===== config.mk =====
export PLATFORM = sky130hd
export DESIGN_NAME = msrv_32_integer_file_flat
export DESIGN_NICKNAME = d
export VERILOG_FILES = /design/src/rtl/msrv_32_integer_file_if.sv /design/src/rtl/msrv_32_integer_file.sv /design/src/flat_wrapper.sv
export SDC_FILE = /design/constraint.sdc
export NUM_CORES = 2
export LEC_CHECK = 0
export CORE_MARGIN = 4
export CORE_UTILIZATION = 61
export CTS_CLUSTER_SIZE = 28
export DETAILED_ROUTE_END_ITERATION = 7
export PLACE_DENSITY_LB_ADDON = 0.1
export RECOVER_POWER = 50
export SLEW_MARGIN = 10
export SYNTH_ARGS = -nofsm -noshare
export SYNTH_HDL_FRONTEND = slang
export SYNTH_SLANG_ARGS = --single-unit

===== constraint.sdc =====
create_clock -name ms_riscv32_mp_clk_in -period 3 [get_ports ms_riscv32_mp_clk_in]
set_input_delay 0.6 -clock ms_riscv32_mp_clk_in [delete_from_list [all_inputs] [get_ports ms_riscv32_mp_clk_in]]
set_output_delay 0.6 -clock ms_riscv32_mp_clk_in [all_outputs]
set_load 0.005 [all_outputs]

===== src/rtl/msrv_32_integer_file_if.sv =====
// Writeback and read-port bundle for the integer register file.
// The master drives writeback and read addresses; the slave returns data and commit status.
interface msrv_32_integer_file_if #(
    parameter int XLEN    = 32,
    parameter int NREG_AW = 5
);
    logic               wr_en_in;
    logic               stall_in;
    logic               flush_in;
    logic [NREG_AW-1:0] rd_in;
    logic [XLEN-1:0]    rd_data_in;
    logic [NREG_AW-1:0] rs1_addr_in;
    logic [NREG_AW-1:0] rs2_addr_in;
    logic [XLEN-1:0]    rs1_out;
    logic [XLEN-1:0]    rs2_out;
    logic               wr_commit_out;
    logic [NREG_AW-1:0] wr_rd_out;

    modport master (
        output wr_en_in, stall_in, flush_in,
        output rd_in, rd_data_in,
        output rs1_addr_in, rs2_addr_in,
        input  rs1_out, rs2_out,
        input  wr_commit_out, wr_rd_out
    );

    modport slave (
        input  wr_en_in, stall_in, flush_in,
        input  rd_in, rd_data_in,
        input  rs1_addr_in, rs2_addr_in,
        output rs1_out, rs2_out,
        output wr_commit_out, wr_rd_out
    );
endinterface


===== src/rtl/msrv_32_integer_file.sv =====
// Integer register file x0..x31 with two combinational read ports,
// optional same-cycle write forwarding and a registered commit report.
module msrv_32_integer_file #(
    parameter int          XLEN      = 32,
    parameter int          NREG_AW   = 5,
    parameter logic [31:0] RESET_VAL = 32'h0,
    parameter int          BYPASS_EN = 1
) (
    input logic                    ms_riscv32_mp_clk_in,
    input logic                    ms_riscv32_mp_rst_in,
    msrv_32_integer_file_if.slave  rf
);
    localparam int NREG = 1 << NREG_AW;

    logic [XLEN-1:0]    regs [1:NREG-1];
    logic               commit;
    logic               bypass;
    logic               commit_q;
    logic [NREG_AW-1:0] rd_q;

    assign commit = rf.wr_en_in & ~rf.stall_in & ~rf.flush_in
                  & (rf.rd_in != '0) & ~ms_riscv32_mp_rst_in;
    assign bypass = (BYPASS_EN != 0) && commit;

    always_ff @(posedge ms_riscv32_mp_clk_in) begin
        if (ms_riscv32_mp_rst_in) begin
            for (int i = 1; i < NREG; i++) begin
                regs[i] <= RESET_VAL[XLEN-1:0];
            end
            commit_q <= 1'b0;
            rd_q     <= '0;
        end else begin
            commit_q <= commit;
            if (commit) begin
                regs[rf.rd_in] <= rf.rd_data_in;
                rd_q           <= rf.rd_in;
            end
        end
    end

    // x0 wins over forwarding, so a write aimed at x0 never leaks out.
    always_comb begin
        rf.rs1_out = '0;
        if (rf.rs1_addr_in != '0) begin
            if (bypass && (rf.rd_in == rf.rs1_addr_in)) begin
                rf.rs1_out = rf.rd_data_in;
            end else begin
                rf.rs1_out = regs[rf.rs1_addr_in];
            end
        end
    end

    always_comb begin
        rf.rs2_out = '0;
        if (rf.rs2_addr_in != '0) begin
            if (bypass && (rf.rd_in == rf.rs2_addr_in)) begin
                rf.rs2_out = rf.rd_data_in;
            end else begin
                rf.rs2_out = regs[rf.rs2_addr_in];
            end
        end
    end

    assign rf.wr_commit_out = commit_q;
    assign rf.wr_rd_out     = rd_q;
endmodule


===== src/flat_wrapper.sv =====
// flat-port wrapper written by rule: the top's interface ports become plain ports
module msrv_32_integer_file_flat 
#(
    parameter int          XLEN      = 32,
    parameter int          NREG_AW   = 5,
    parameter logic [31:0] RESET_VAL = 32'h0,
    parameter int          BYPASS_EN = 1
)
  (ms_riscv32_mp_clk_in, ms_riscv32_mp_rst_in, rf_wr_en_in, rf_stall_in, rf_flush_in, rf_rd_in, rf_rd_data_in, rf_rs1_addr_in, rf_rs2_addr_in, rf_rs1_out, rf_rs2_out, rf_wr_commit_out, rf_wr_rd_out);
  msrv_32_integer_file_if #(.XLEN(XLEN), .NREG_AW(NREG_AW)) rf_i ();
  input logic ms_riscv32_mp_clk_in;
  input logic ms_riscv32_mp_rst_in;
  input wire logic [$bits(rf_i.wr_en_in)-1:0] rf_wr_en_in;
  input wire logic [$bits(rf_i.stall_in)-1:0] rf_stall_in;
  input wire logic [$bits(rf_i.flush_in)-1:0] rf_flush_in;
  input wire logic [$bits(rf_i.rd_in)-1:0] rf_rd_in;
  input wire logic [$bits(rf_i.rd_data_in)-1:0] rf_rd_data_in;
  input wire logic [$bits(rf_i.rs1_addr_in)-1:0] rf_rs1_addr_in;
  input wire logic [$bits(rf_i.rs2_addr_in)-1:0] rf_rs2_addr_in;
  output wire logic [$bits(rf_i.rs1_out)-1:0] rf_rs1_out;
  output wire logic [$bits(rf_i.rs2_out)-1:0] rf_rs2_out;
  output wire logic [$bits(rf_i.wr_commit_out)-1:0] rf_wr_commit_out;
  output wire logic [$bits(rf_i.wr_rd_out)-1:0] rf_wr_rd_out;
  assign rf_i.wr_en_in = rf_wr_en_in;
  assign rf_i.stall_in = rf_stall_in;
  assign rf_i.flush_in = rf_flush_in;
  assign rf_i.rd_in = rf_rd_in;
  assign rf_i.rd_data_in = rf_rd_data_in;
  assign rf_i.rs1_addr_in = rf_rs1_addr_in;
  assign rf_i.rs2_addr_in = rf_rs2_addr_in;
  assign rf_rs1_out = rf_i.rs1_out;
  assign rf_rs2_out = rf_i.rs2_out;
  assign rf_wr_commit_out = rf_i.wr_commit_out;
  assign rf_wr_rd_out = rf_i.wr_rd_out;
  msrv_32_integer_file #(.XLEN(XLEN), .NREG_AW(NREG_AW), .RESET_VAL(RESET_VAL), .BYPASS_EN(BYPASS_EN)) u_core (.ms_riscv32_mp_clk_in(ms_riscv32_mp_clk_in), .ms_riscv32_mp_rst_in(ms_riscv32_mp_rst_in), .rf(rf_i));
endmodule

# Word level (Yosys, flattened, before mapping)
# Memory sizes are Yosys's and may differ from the RTL's.
# Cells that the tools add are included.
classes:
  n_addsub: 0
  multipliers: 0
  n_div: 0
  order_cmp: 0
  eq_ne: 2
  shift: 0
  n_mux: 12
  bitwise: 7
  reduce_logical: 6
ops:
  columns: ["cell", "n"]
  rows:
  - ["two-way mux 32 bit", 5]
  - ["OR reduction 32 bit", 1]
  - ["nonzero test 5 bit", 3]
  - ["== test 5 bit", 2]
  - ["two-way mux 1 bit", 6]
  - ["two-way mux 5 bit", 1]
  - ["bitwise AND 1 bit", 4]
  - ["inverter 1 bit", 3]
  - ["logical AND 1 bit", 2]
word_totals:
  reg_bits: 6
  latchBits: 0
  ram_bits: 992
  rom_bits: 0
  inputBits: 52
  wordCells: 30
  n_memories: 1
memory_table:
  columns: ["name", "depth", "word_bits", "read_ports", "rd_clocked_by_memory_dff", "write_ports", "line", "source"]
  rows:
  - ["u_core.regs", 31, 32, 2, 0, 31, "msrv_32_integer_file.sv:15", "logic [XLEN-1:0] regs [1:NREG-1];"]

# Depth between registers and ports, before layout
depth:
  word_depth: 10
  ltp_mapped: 9

# Worst setup path after synthesis
# OpenSTA, ideal clock, no wires.
synth_path:
  path_type: "input -> output"
  from: "in rf_rs2_addr_in[1]"
  to: "out rf_rs2_out[20]"
  arrival_ns: 2.211
  slack_ns: 0.189
  path_stages: 8
  path_buffers: 3
  cell_sequence: "buf_2 -> buf_2 -> clkbuf_1 -> mux4_2 -> a22oi_1 -> nand2_1 -> a221oi_1 -> nor2_1"
synth_via:
  elab_chain_len: 4
  word_cells_on_any_way: 6
  classes_between: "eq/ne: 1; mux: 2; reduce/logical: 2; memory: 1"
synth_lines:
  columns: ["element", "line", "source"]
  rows:
  - ["start: declaration", "flat_wrapper.sv:19", "input wire logic [$bits(rf_i.rs2_addr_in)-1:0] rf_rs2_addr_in;"]
  - ["branches (longest 3 deep; another with memory read (31 x 32 bit))", null, null]
  - ["two-way mux 32 bit (*)", "msrv_32_integer_file.sv:55", "if (rf.rs2_addr_in != '0) begin"]
  - ["end: declaration", "flat_wrapper.sv:21", "output wire logic [$bits(rf_i.rs2_out)-1:0] rf_rs2_out;"]
# Every way passes the cells marked *.

# Worst setup path in the final report
layout_path:
  from: "in rf_rs2_addr_in[0]"
  to: "out rf_rs2_out[17]"
# Same word-level chain as after synthesis.

==> metrics.txt <==
status=finished with violations; failing checks=max-capacitance violations, max-slew violations, negative setup slack; clk sinks=about 1.0k; I/O pin cnt=122; routed length per placed instance=approximately 37 um; CTS Buf Count=roughly 110; nature of the critical path endpoint=primary output; RSZ-0062 raised after global routing=true; Clock Skew=0 ns; R2R setup slack=between 2 and 2.5 ns; Starting Density=about 62%; Final Cell Area=around 71000 sq um; Data arrival, critical path=between 2 and 3 ns; Critical R2R Launch=u_core.rf.wr_rd_out[2]; Worst VDD drop=between 0.5 and 0.6 mV; max-cap viol count=5; Fillers=between 5k and 6k; Synth top area share=a little over half; most frequent cells in the layout=edfxtp_1, and2_1, buf_4; post-cts hold buffer count=0; worst hold stages=4; Post-synth EDFFs=~1k; Critical Path RT=2.40 ns; Final #Nets=~4.7k; WS Path Type=in2out; commonest non-fill, non-tap cell in the layout=edfxtp_1; largest net degree at the start of global routing=37; port bufs=approximately 120; GRT Util Overall=~44%; Root Buffer=clkbuf_16; via density per instance=7.19; antenna violations before repair=7; global-route wire length before repair=between 300000 and 400000 um; Worst Slack Setup Final=-0.501 ns; CP max stage cell=mux4_2; Placed Instance Area=between 60000 and 70000 sq um; Post-Synthesis Cells=around 4k; DRT Pass-1 Iters=8; Die Span Y=about 310 um; Hold Crit Endpoint=u_core.rf.wr_rd_out[3]; cell taking the most area after synthesis=edfxtp_1; final setup violation count=83; Final HPWL DP=137000 um; register area share after synthesis=a little under three fifths; TritonCTS clock tree=built; # rows=110; async set or reset register ratio after synthesis=0%; Fin. Hold Viols=0; Die W=just over 300 um; flop and latch count out of synthesis=1030; vias=~42k; layout cell share with drive strength beyond 1=37.9%; H-tree levels=3; vias in the first global route=between 40k and 50k; post-route insts no fill=around 6k; min-delay src=rf_rd_in[3]; placed insts=between 5k and 6k; starting DRC count in detailed routing=around 6.6k; clk buf depth=3; DRC viols=0; gr ovfl total=0; gp weighted congestion=1.03; Startpoint Class=primary input; crit-path max FO=24; Synth warnings=0; leakage power=~0.026 uW; Cell variety after synth=48; Least-Margin Pin Slew=1.75 ns; R2R depth=2; fin. max-slew vios=164; antenna-violating nets left=0; Synth Area per Inst=approximately 14 sq um; CP max stage delay=about 0.53 ns; Cell Area, Synth=~56000 sq um; worst hold path class=in2reg; Die Area=just under 100000 sq um; main flop type after synthesis=edfxtp_1; DRT Wirelength=~220000 um; CP Cell Sequence=buf_16 > buf_16 > buf_4 > buf_12 > mux4_2 > nor2_1 > nor3_2 > a221oi_4 > buf_4 > nor2_2 > buf_2; top cells by area, synth=edfxtp_1, mux4_2, and2_1; Worst-path clk slew=0.07 ns; Placeable Area=between 90000 and 100000 sq um; relative slew slack=-16.5%; PD cells=512 nW/um^2; Area growth syn-to-layout=27.2%; worst-skew pair later-pin latency=~0.72 ns; Tmin final=about 3.5 ns; crit share post-route=117%; maximum clock frequency=~290 MHz; reg2reg end=u_core.rf.wr_rd_out[2]
==> worst max-delay path by stage <==
stage,start,endpoint,slack (ns),cells after the start
3_5_place_dp,rf_rs2_addr_in[4],rf_rs2_out[17],-1.44,10
6_report,rf_rs2_addr_in[0],rf_rs2_out[17],-0.50,11
5_1_grt,u_core.regs[27][17],rf_rs2_out[17],-0.57,7
2_1_floorplan,rf_rs2_addr_in[1],rf_rs2_out[20],0.19,8
3_3_place_gp,rf_rs2_addr_in[4],rf_rs2_out[17],-1.55,10
4_1_cts,u_core.regs[27][17],rf_rs2_out[17],-0.56,7
==> critical path, delay by kind of cell <==
family / cells / cell delay, ns
buffers and inverters: 6 / 0.94
multiplexers: 1 / 0.53
AO/OA/AOI/OAI: 1 / 0.41
AND/OR/NAND/NOR: 3 / 0.40
==> Yosys cell counts (12+ instances only) <==
master and number:
edfxtp_1 1024, and2_1 993, mux4_2 317, clkbuf_1 279
mux2i_1 270, mux2_2 127, a22oi_1 125, nor2_1 118
a22o_1 93, buf_2 79, o31ai_1 64, a221oi_1 62
o22ai_1 62, nand2_1 47, clkbuf_2 45, nor3_1 35
o21ai_0 32, o221ai_1 32, or2_2 32, a21o_1 31
a31oi_1 31, buf_4 17, nor2_4 16, buf_1 13
nor2b_1 12
==> cell families after synthesis <==
logic type	synth area share [%]
AO/OA/AOI/OAI	7.39
XOR/XNOR	0.156
buffers and inverters	3.51
flip-flops	55.1
multiplexers	20.1
other	0.00669
AND/OR/NAND/NOR	13.7
==> stage by stage <==
| stage | power, uW | hold slack [ns] | utilization (%) | setup WS (ns) | setup TNS, ns |
|---|---|---|---|---|---|
| 6_report | 36500 | 0.330 | 78.7 | -0.501 | -17.68 |
| 5_1_grt | 37300 | 0.328 | 78.7 | -0.573 | -24.94 |
| 4_1_cts | 36100 | 0.305 | 77.9 | -0.558 | -12.49 |
| 3_5_place_dp | 22300 | 0.465 | 70.2 | -1.44 | -103.25 |
| 3_3_place_gp | 22200 | 0.444 | 70.2 | -1.55 | -89.75 |
| 2_1_floorplan | 19600 | 0.453 | - | 0.189 | 0 |
==> what timing repair did <==
action | in CTS | in global routing
buffers inserted | 117 | 77
endpoints found under the setup margin | 64 | 64
pin swaps | 170 | 125
resized for setup | 739 | 216
gates cloned | 23 | 8
==> routing by layer <==
metal | vias to the layer above | share of wire [%] | GRT usage [%]
li1 | 16600 | - | -
met1 | 21200 | 33 | 55.9
met2 | 3661 | 44 | 66.3
met3 | 914 | 13 | 11.3
met4 | 4 | 9.4 | 30.9
met5 | - | 0.012 | 0
==> power breakdown <==
group          internal [uW]  switching, uW
Sequential             16600            430
Clock                   7700           5830
Combinational           2720           3270
Total                  27000           9530
==> state kept, by name, indices dropped and copies added (netlist names) <==
signal	cells
u_core.rf.wr_commit_out	1
u_core.regs	1024
u_core.rf.wr_rd_out	5
==> final cells by class <==
type,instances,area [sq um],area share [%]
well taps,1176,1470,2.06
clock buffers,131,2810,3.94
multi-input cells,2583,25600,35.9
repair buffers,905,9820,13.8
flip-flops and latches,1030,30900,43.3
diodes,2,5.00,0.00702
inverters,3,11.3,0.0158
clock inverters,69,689,0.967
(Power assumes the default switching activity.)
